[config.mk]
export PLATFORM = sky130hd
export DESIGN_NAME = pcie_stp_sdp_scheduler
export DESIGN_NICKNAME = d
export VERILOG_FILES = /design/src/rtl/pcie_stp_sdp_scheduler.sv
export SDC_FILE = /design/constraint.sdc
export NUM_CORES = 1
export LEC_CHECK = 0
export ABC_AREA = 1
export ABC_CLOCK_PERIOD_IN_PS = 3400
export CORE_ASPECT_RATIO = 1.75
export CORE_MARGIN = 2
export CORE_UTILIZATION = 52
export CTS_CLUSTER_SIZE = 24
export DETAILED_ROUTE_END_ITERATION = 7
export GPL_ROUTABILITY_DRIVEN = 0
export PLACE_DENSITY = 0.73
export SYNTH_ARGS = -nofsm -noshare
export SYNTH_HDL_FRONTEND = slang
export SYNTH_SLANG_ARGS = --single-unit
[constraint.sdc]
create_clock -name clk -period 3.4 [get_ports clk]
set_input_delay 0.34 -clock clk [delete_from_list [all_inputs] [get_ports clk]]
set_output_delay 0.34 -clock clk [all_outputs]
set_load 0.05 [all_outputs]
[src/rtl/pcie_stp_sdp_scheduler.sv]
`timescale 1ns/1ps
// STP/SDP framing-token scheduler for the 128b/130b transmit path: arbitrates TLP vs DLLP
// starts and emits a registered per-slot map (start / token type / idle fill) per accepted cycle.
module pcie_stp_sdp_scheduler #(
    parameter int LINK_WIDTH     = 16,
    parameter int MAX_DLLP_BURST = 3,
    parameter int LEN_W          = 11
) (
    input  logic                      clk,
    input  logic                      rst_n,
    input  logic                      tlp_req,
    input  logic [LEN_W-1:0]          tlp_len_dw,
    output logic                      tlp_gnt,
    input  logic                      dllp_req,
    output logic                      dllp_gnt,
    input  logic                      tx_ready,
    output logic                      out_valid,
    output logic [LINK_WIDTH/4-1:0]   sop_mask,
    output logic                      sdp_flag,
    output logic [LINK_WIDTH/4-1:0]   idle_mask,
    output logic                      len_err
);

    localparam int S     = LINK_WIDTH / 4;
    localparam int CNT_W = $clog2(MAX_DLLP_BURST + 2);

    localparam logic [LEN_W-1:0] S_LEN   = LEN_W'(S);
    localparam logic [LEN_W:0]   S_END   = (LEN_W+1)'(S);
    localparam logic [LEN_W-1:0] MIN_LEN = LEN_W'(2);
    localparam logic [CNT_W-1:0] CNT_MAX = CNT_W'(MAX_DLLP_BURST);

    // Anything shorter than STP + LCRC cannot be framed; it is sent as a 2 DW packet.
    function automatic logic [LEN_W-1:0] clamp_len(input logic [LEN_W-1:0] len);
        return (len < MIN_LEN) ? MIN_LEN : len;
    endfunction

    logic [LEN_W-1:0] rem_q, rem_d;
    logic [CNT_W-1:0] dllp_cnt_q, dllp_cnt_d;
    logic             out_valid_q;
    logic [S-1:0]     sop_q, sop_d;
    logic [S-1:0]     idle_q, idle_d;
    logic             sdp_q, sdp_d;
    logic             tlp_gnt_q, tlp_gnt_d;
    logic             dllp_gnt_q, dllp_gnt_d;
    logic             len_err_q, len_err_d;

    logic             tlp_elig;
    logic             dllp_elig;
    logic             cont_full;
    logic             win_tlp;
    logic             win_dllp;
    logic             win_any;
    logic [LEN_W-1:0] pkt_len;
    logic [LEN_W:0]   pkt_end;

    always_comb begin
        tlp_elig   = tlp_req & ~tlp_gnt_q;
        dllp_elig  = dllp_req & ~dllp_gnt_q;
        cont_full  = (rem_q >= S_LEN);
        win_tlp    = 1'b0;
        win_dllp   = 1'b0;
        sop_d      = '0;
        idle_d     = '0;
        rem_d      = rem_q;
        dllp_cnt_d = dllp_cnt_q;

        if (!cont_full) begin
            // DLLP first, unless the TLP has already waited out a full DLLP burst.
            if (tlp_elig && (!dllp_elig || (dllp_cnt_q == CNT_MAX))) begin
                win_tlp = 1'b1;
            end else if (dllp_elig) begin
                win_dllp = 1'b1;
            end
        end
        win_any = win_tlp | win_dllp;
        pkt_len = win_tlp ? clamp_len(tlp_len_dw) : MIN_LEN;
        pkt_end = {1'b0, rem_q} + {1'b0, pkt_len};

        if (cont_full) begin
            rem_d = rem_q - S_LEN;
        end else begin
            for (int k = 0; k < S; k++) begin
                sop_d[k]  = win_any && (rem_q == LEN_W'(k));
                idle_d[k] = (LEN_W'(k) >= rem_q) && !(win_any && ((LEN_W+1)'(k) < pkt_end));
            end
            rem_d = (win_any && (pkt_end > S_END)) ? LEN_W'(pkt_end - S_END) : '0;
        end

        if (win_tlp || !tlp_req) begin
            dllp_cnt_d = '0;
        end else if (win_dllp && (dllp_cnt_q != CNT_MAX)) begin
            dllp_cnt_d = dllp_cnt_q + CNT_W'(1);
        end

        sdp_d      = win_dllp;
        tlp_gnt_d  = win_tlp;
        dllp_gnt_d = win_dllp;
        len_err_d  = win_tlp && (tlp_len_dw < MIN_LEN);
    end

    always_ff @(posedge clk or negedge rst_n) begin
        if (!rst_n) begin
            rem_q       <= '0;
            dllp_cnt_q  <= '0;
            out_valid_q <= 1'b0;
            sop_q       <= '0;
            idle_q      <= '0;
            sdp_q       <= 1'b0;
            tlp_gnt_q   <= 1'b0;
            dllp_gnt_q  <= 1'b0;
            len_err_q   <= 1'b0;
        end else if (tx_ready) begin
            rem_q       <= rem_d;
            dllp_cnt_q  <= dllp_cnt_d;
            out_valid_q <= 1'b1;
            sop_q       <= sop_d;
            idle_q      <= idle_d;
            sdp_q       <= sdp_d;
            tlp_gnt_q   <= tlp_gnt_d;
            dllp_gnt_q  <= dllp_gnt_d;
            len_err_q   <= len_err_d;
        end
    end

    assign out_valid = out_valid_q;
    assign sop_mask  = sop_q;
    assign idle_mask = idle_q;
    assign sdp_flag  = sdp_q;
    assign tlp_gnt   = tlp_gnt_q;
    assign dllp_gnt  = dllp_gnt_q;
    assign len_err   = len_err_q;

endmodule
Yosys cells after proc, flatten, opt, wreduce, memory -nomap -nowiden
Index checks and enable logic that the tools add are counted.
W data, S select, Z words.
{ "classes": {"n_addsub": 4, "magnitude_cmp": 11, "eq_ne": 5, "n_mux": 13, "bitwise": 5, "reduce_logical": 27} }
{ "ops": {"columns": ["cell", "count"], "rows": [
  ["$mux W11", 4],
  ["$lt A1 B12 Y1 const A", 2],
  ["$lt A2 B12 Y1 const A", 2],
  ["$eq A11 B2 Y1 const B", 2],
  ["$ge A1 B11 Y1 const A", 2],
  ["$ge A2 B11 Y1 const A", 2],
  ["$sub A11 B3 Y11 const B", 2],
  ["$logic_and A1 B1 Y1", 16],
  ["$add A11 B11 Y12", 1],
  ["$gt A12 B3 Y1 const B", 1],
  ["$eq A11 B1 Y1 const B", 1],
  ["$ge A11 B3 Y1 const B", 1],
  ["$logic_not A11 Y1", 1],
  ["$lt A11 B2 Y1 const B", 1],
  ["$mux W4", 2],
  ["$logic_not A1 Y1", 6],
  ["$mux W3", 2],
  ["$mux W1", 5],
  ["$add A3 B1 Y3 const B", 1],
  ["$eq A3 B2 Y1 const B", 1],
  ["$ne A3 B2 Y1 const B", 1],
  ["$and A1 B1 Y1", 2],
  ["$logic_or A1 B1 Y1", 2],
  ["$not A1 Y1", 2],
  ["3 further kinds", 3]
]} }
{ "totals": {"register_bits": 26, "input_bits": 16, "output_inout_bits": 13} }

Longest topological paths before layout
{ "logic_depth": {"ltp_word": 14, "depth_mapped": 27, "ltp_nobuf": 27} }

Worst setup path after synthesis
OpenSTA, ideal clock, no wires.
{ "synth_path": {"path_kind": "reg-to-reg", "from": "reg dllp_gnt_q (netlist: dllp_gnt)", "to": "reg rem_q[10]", "setup_ps": 127, "t_arrival_ps": 3380, "t_required_ps": 3273, "path_slack_ps": -107, "path_stages_with_launch": 24, "synth_period_minus_slack_ps": 3507, "cell_sequence": "dfrtp_1 -> inv_1 -> nand2_1 -> nor2_1 -> inv_1 -> nand3_1 -> inv_1 -> nand2_8 -> nor2_1 -> inv_2 -> or2_1 -> ha_1 -> nand2_1 -> nand2_1 -> nand2_1 -> xor2_1 -> ha_1 -> nand4_1 -> nor2_4 -> nand2_1 -> nand2_1 -> nand2_1 -> nand3_1 -> a21oi_2"} }
{ "synth_via": {"elab_chain_len": 13, "word_cells_on_any_way": 18} }
{ "synth_lines": {"columns": ["item", "line_no", "source"], "rows": [
  ["start, declared", "44", "logic dllp_gnt_q, dllp_gnt_d;"],
  ["start signal, assigned", "120", "dllp_gnt_q <= dllp_gnt_d;"],
  ["$not A1 Y1 (*)", "58", "dllp_elig = dllp_req & ~dllp_gnt_q;"],
  ["$and A1 B1 Y1 (*)", "58", null],
  ["$logic_not A1 Y1", "69", "if (tlp_elig && (!dllp_elig || (dllp_cnt_q == CNT_MAX))) begin"],
  ["$logic_or A1 B1 Y1", "69", null],
  ["$logic_and A1 B1 Y1", "69", null],
  ["$mux W1", "69", null],
  ["$mux W1", "67", "if (!cont_full) begin"],
  ["$mux W11", "76", "pkt_len = win_tlp ? clamp_len(tlp_len_dw) : MIN_LEN;"],
  ["$add A11 B11 Y12", "77", "pkt_end = {1'b0, rem_q} + {1'b0, pkt_len};"],
  ["$gt A12 B3 Y1", "86", "rem_d = (win_any && (pkt_end > S_END)) ? LEN_W'(pkt_end - S_END) : '0;"],
  ["$logic_and A1 B1 Y1", "86", null],
  ["$mux W11 (*)", "86", null],
  ["$mux W11 (*)", "79", "if (cont_full) begin"],
  ["end signal, assigned", "113", "rem_q <= rem_d;"],
  ["end, declared", "37", "logic [LEN_W-1:0] rem_q, rem_d;"]
]} }
Mark *: on every way between the ends. The rest lies on a longest branch, timed or not.
A chain may end at the register's enable or synchronous reset.

Final worst setup path
{ "layout_path": {"from": "in tlp_len_dw[3]", "to": "reg rem_q[4]"} }
{ "layout_via": {"elab_chain_len": 8, "word_cells_on_any_way": 9} }
{ "layout_lines": {"columns": ["item", "line_no", "source"], "rows": [
  ["start, declared", "12", "input logic [LEN_W-1:0] tlp_len_dw,"],
  ["$lt A11 B2 Y1", "34", "return (len < MIN_LEN) ? MIN_LEN : len;"],
  ["$mux W11 (*)", "34", null],
  ["$mux W11 (*)", "76", null],
  ["$add A11 B11 Y12 (*)", "77", null],
  ["$gt A12 B3 Y1", "86", null],
  ["$logic_and A1 B1 Y1", "86", null],
  ["$mux W11 (*)", "86", null],
  ["$mux W11 (*)", "79", null]
]} }
Marks and branches as above.

==> results.py <==
metrics = {
    "grt": {
        "grt_max_degree": 18,
        "grt-ovfl-total": 0,
        "grt_pass1_wl_um": 11810,
        "grt_pass1_vias": 2837,
        "grt.total_usage_pct": 26.47,
        "antenna_found_initial": 0,
    },
    "place": {
        "hpwl_um": 5972,
        "io_buffers": 28,
        "placed_area_sq_um": 3430,
        "dp_cells": 526,
    },
    "finish": {
        "area_delta_synth_final_pct": 44.91,
        "drive_gt1_share_pct": 35.71,
        "final_cell_mix": "nand2_1 (90), buf_4 (68), inv_1 (53), nor2_1 (37), clkdlybuf4s50_1 (28)",
        "diodes": 0,
        "final_area_sq_um": 3847,
        "final_common_cell": "nand2_1",
        "fin_cells": 544,
        "fin_util_pct": 77.97,
        "nNetsFinal": 527,
    },
    "floorplanning": {
        "die_x_um": 58.02,
        "rows": 34,
        "die_h_um": 98.53,
        "ios": 29,
        "fp.dieArea_sq_um": 5716,
        "start_util_pct": 53.80,
        "core-area_sq_um": 4935,
    },
    "clock_network": {
        "cts.htree.levels": 1,
        "root_buffer": "clkbuf_8",
        "clock_latency_ns": 0.28,
        "cts_tree": "done",
        "path_clk_slew_ns": 0.10,
        "cts_made_buffers": 3,
        "cts_buffer_depth": 2,
        "clock-sinks": 26,
    },
    "yosys": {
        "ys_seq_elements": 26,
        "synth_ff_type": "dfrtp_1",
        "synth_edf_count": 0,
        "synthCells": 389,
        "ys_async_sr_fraction_pct": 100.0,
        "netlist_area_sq_um": 2655,
        "synth.net_count": 425,
        "synth_seq_area_share_pct": 24.51,
        "synth_cell_types": 42,
        "yosysWarnings": 0,
        "synth.avg_cell_area_sq_um": 6.825,
    },
    "pwr": {
        "p_leak_nw": 1.883,
        "powerDensity_nw_per_um2": 407.7,
        "max-vdd-ir-drop_mv": 0.4163,
        "fin_total_pwr_mw": 1.568,
    },
    "worst_setup_path": {
        "worstPathArrival_ns": 3.55,
        "r2r_slack_ns": 0.04,
        "reg2reg_depth": 26,
        "cp_max_fo": 6,
        "cp-start-kind": "primary input",
        "cp_common_cell": "nor2_4",
        "critPathKind": "in2reg",
        "slowest_stage": "clkdlybuf4s50_1",
        "slowest_delay_ns": 0.45,
        "crit_chain": "clkdlybuf4s50_1, nor4_4, nand4_1, nor2_4, nor2_4, inv_2, buf_6, nor2_1, ha_1, nand2_2, buf_4, nor2_2, nand3_1, nand4_1, nand3_2, nor2_4, nand3_4, buf_12, nand3b_1, a21oi_2",
        "critPathCaptureType": "flop",
        "cp_data_required_time_ns": 3.56,
    },
    "timing": {
        "relSlewSlack_pct": 59.12,
        "hold_viol_final": 0,
        "fin_crit_sh_pct": 99.60,
        "holdWs_ns": 0.4177,
        "timing.fmax_mhz": 295.3,
        "slew_viol_final": 0,
        "fin_crit_ns": 3.387,
        "setup_violations": 0,
        "worst_pin_slew_ns": 0.6094,
        "fin_skew_ns": 0.007944,
        "rsz0062_at_grt": "yes",
    },
    "drt": {
        "met3_length_um": 227,
        "dr_wl_met2_um": 4695,
        "ant_nets": 0,
        "vias_per_cell": 5.390,
        "routed_wl_um": 8158,
        "wl_per_cell_um": 15.00,
        "routedLengthMet1_um": 2771,
        "dr.max_layer_used": "met4",
        "dr.pass1.iters": 4,
        "drc_errors": 0,
        "vias": 2932,
        "dr.first_iter.drc_count": 114,
    },
    "status": {
        "status": "finished clean",
    },
    "run": {
        "drv_cap": 0,
    },
    "hold_path": {
        "min_path_type": "in2async",
    },
}
==> kinds of logic after synthesis <==
logic type / Yosys count / share of synthesized area [%]
adders and majority gates: 20 / 9.708
and+or+nand+nor: 225 / 42.74
AOI/OAI and AO/OA: 43 / 10.08
buffers and inverters: 70 / 11.03
xor gates and xnor gates: 5 / 1.933
DFF: 26 / 24.51
==> final cells by class <==
cell class,count,area [sq um]
multi-input cells,293,1933
repair buffers,103,892.1
clock buffers,4,55.05
well taps,54,67.56
fillers,350,1087
flip-flops and latches,26,651.9
inverters,64,247.7
==> flip-flops by register name, indices dropped and copies added (netlist names) <==
name / cells
dllp_cnt_q: 3
dllp_gnt: 1
idle_mask: 4
len_err: 1
out_valid: 1
rem_q: 11
sop_mask: 4
tlp_gnt: 1
==> cells in the mapped netlist (3+ instances only) <==
cell,number,area [sq um]
o21ai_1,7,35.03
or2_2,3,18.77
xor2_1,3,26.28
nand2_1,105,394.1
nand2_2,4,25.02
clkbuf_1,3,11.26
a21oi_2,8,70.07
nor2_2,3,18.77
dfrtp_1,26,650.6
nand3b_1,4,30.03
inv_1,56,210.2
o21ai_0,10,50.05
nand3_1,24,120.1
inv_2,5,18.77
nand4_1,6,37.54
nor2_4,6,67.56
nor2_1,48,180.2
ha_1,19,237.7
nand3_2,10,100.1
a21oi_1,10,50.05
==> critical path: cells and delay by family <==
kind                       cells  cell delay (ns)
and+or+nand+nor               13             1.80
adders and majority gates      1             0.37
buffers and inverters          5             0.98
AOI/OAI and AO/OA              1             0.07
==> through the flow <==
step	worst slack, ns	setup TNS (ns)
after floorplan	0.02723	0
after global placement	-0.4229	-5.744
after detailed placement	-0.5319	-6.986
after CTS	0.001853	0
after global routing	-0.1802	-2.107
final	0.01344	0
==> final timing paths <==
| path | startpoint | end |
|---|---|---|
| max | tlp_len_dw[3] | rem_q[4]$_DFFE_PN0P_ |
| min | rst_n | idle_mask[0]$_DFFE_PN0P_ |
| min reg2reg | dllp_cnt_q[1]$_DFFE_PN0P_ | dllp_cnt_q[1]$_DFFE_PN0P_ |
| max in group asynchronous | rst_n | rem_q[2]$_DFFE_PN0P_ |
| min in group clk | dllp_cnt_q[1]$_DFFE_PN0P_ | dllp_cnt_q[1]$_DFFE_PN0P_ |
| max reg2reg | rem_q[4]$_DFFE_PN0P_ | rem_q[4]$_DFFE_PN0P_ |
==> power breakdown <==
group          switching, mW  internal [mW]
combinational          0.536          0.447
sequential            0.0354          0.341
clock                  0.105          0.104
==> repair_timing <==
item | 4_1_cts | 5_1_grt
pin swaps | 8 | 40
buffers inserted | 1 | 12
hold buffers | 0 | 0
setup endpoints to repair | 15 | 15
resized for setup | 12 | 53
cloned | 0 | 1
==> per-layer routing <==
metal / vias up / global-route usage (%)
li1: 1438 / -
met1: 1372 / 24.75
met2: 89 / 51.14
met3: 33 / 1.969
met4: 0 / 18.07
met5: - / 0
(Power assumes the default switching activity.)
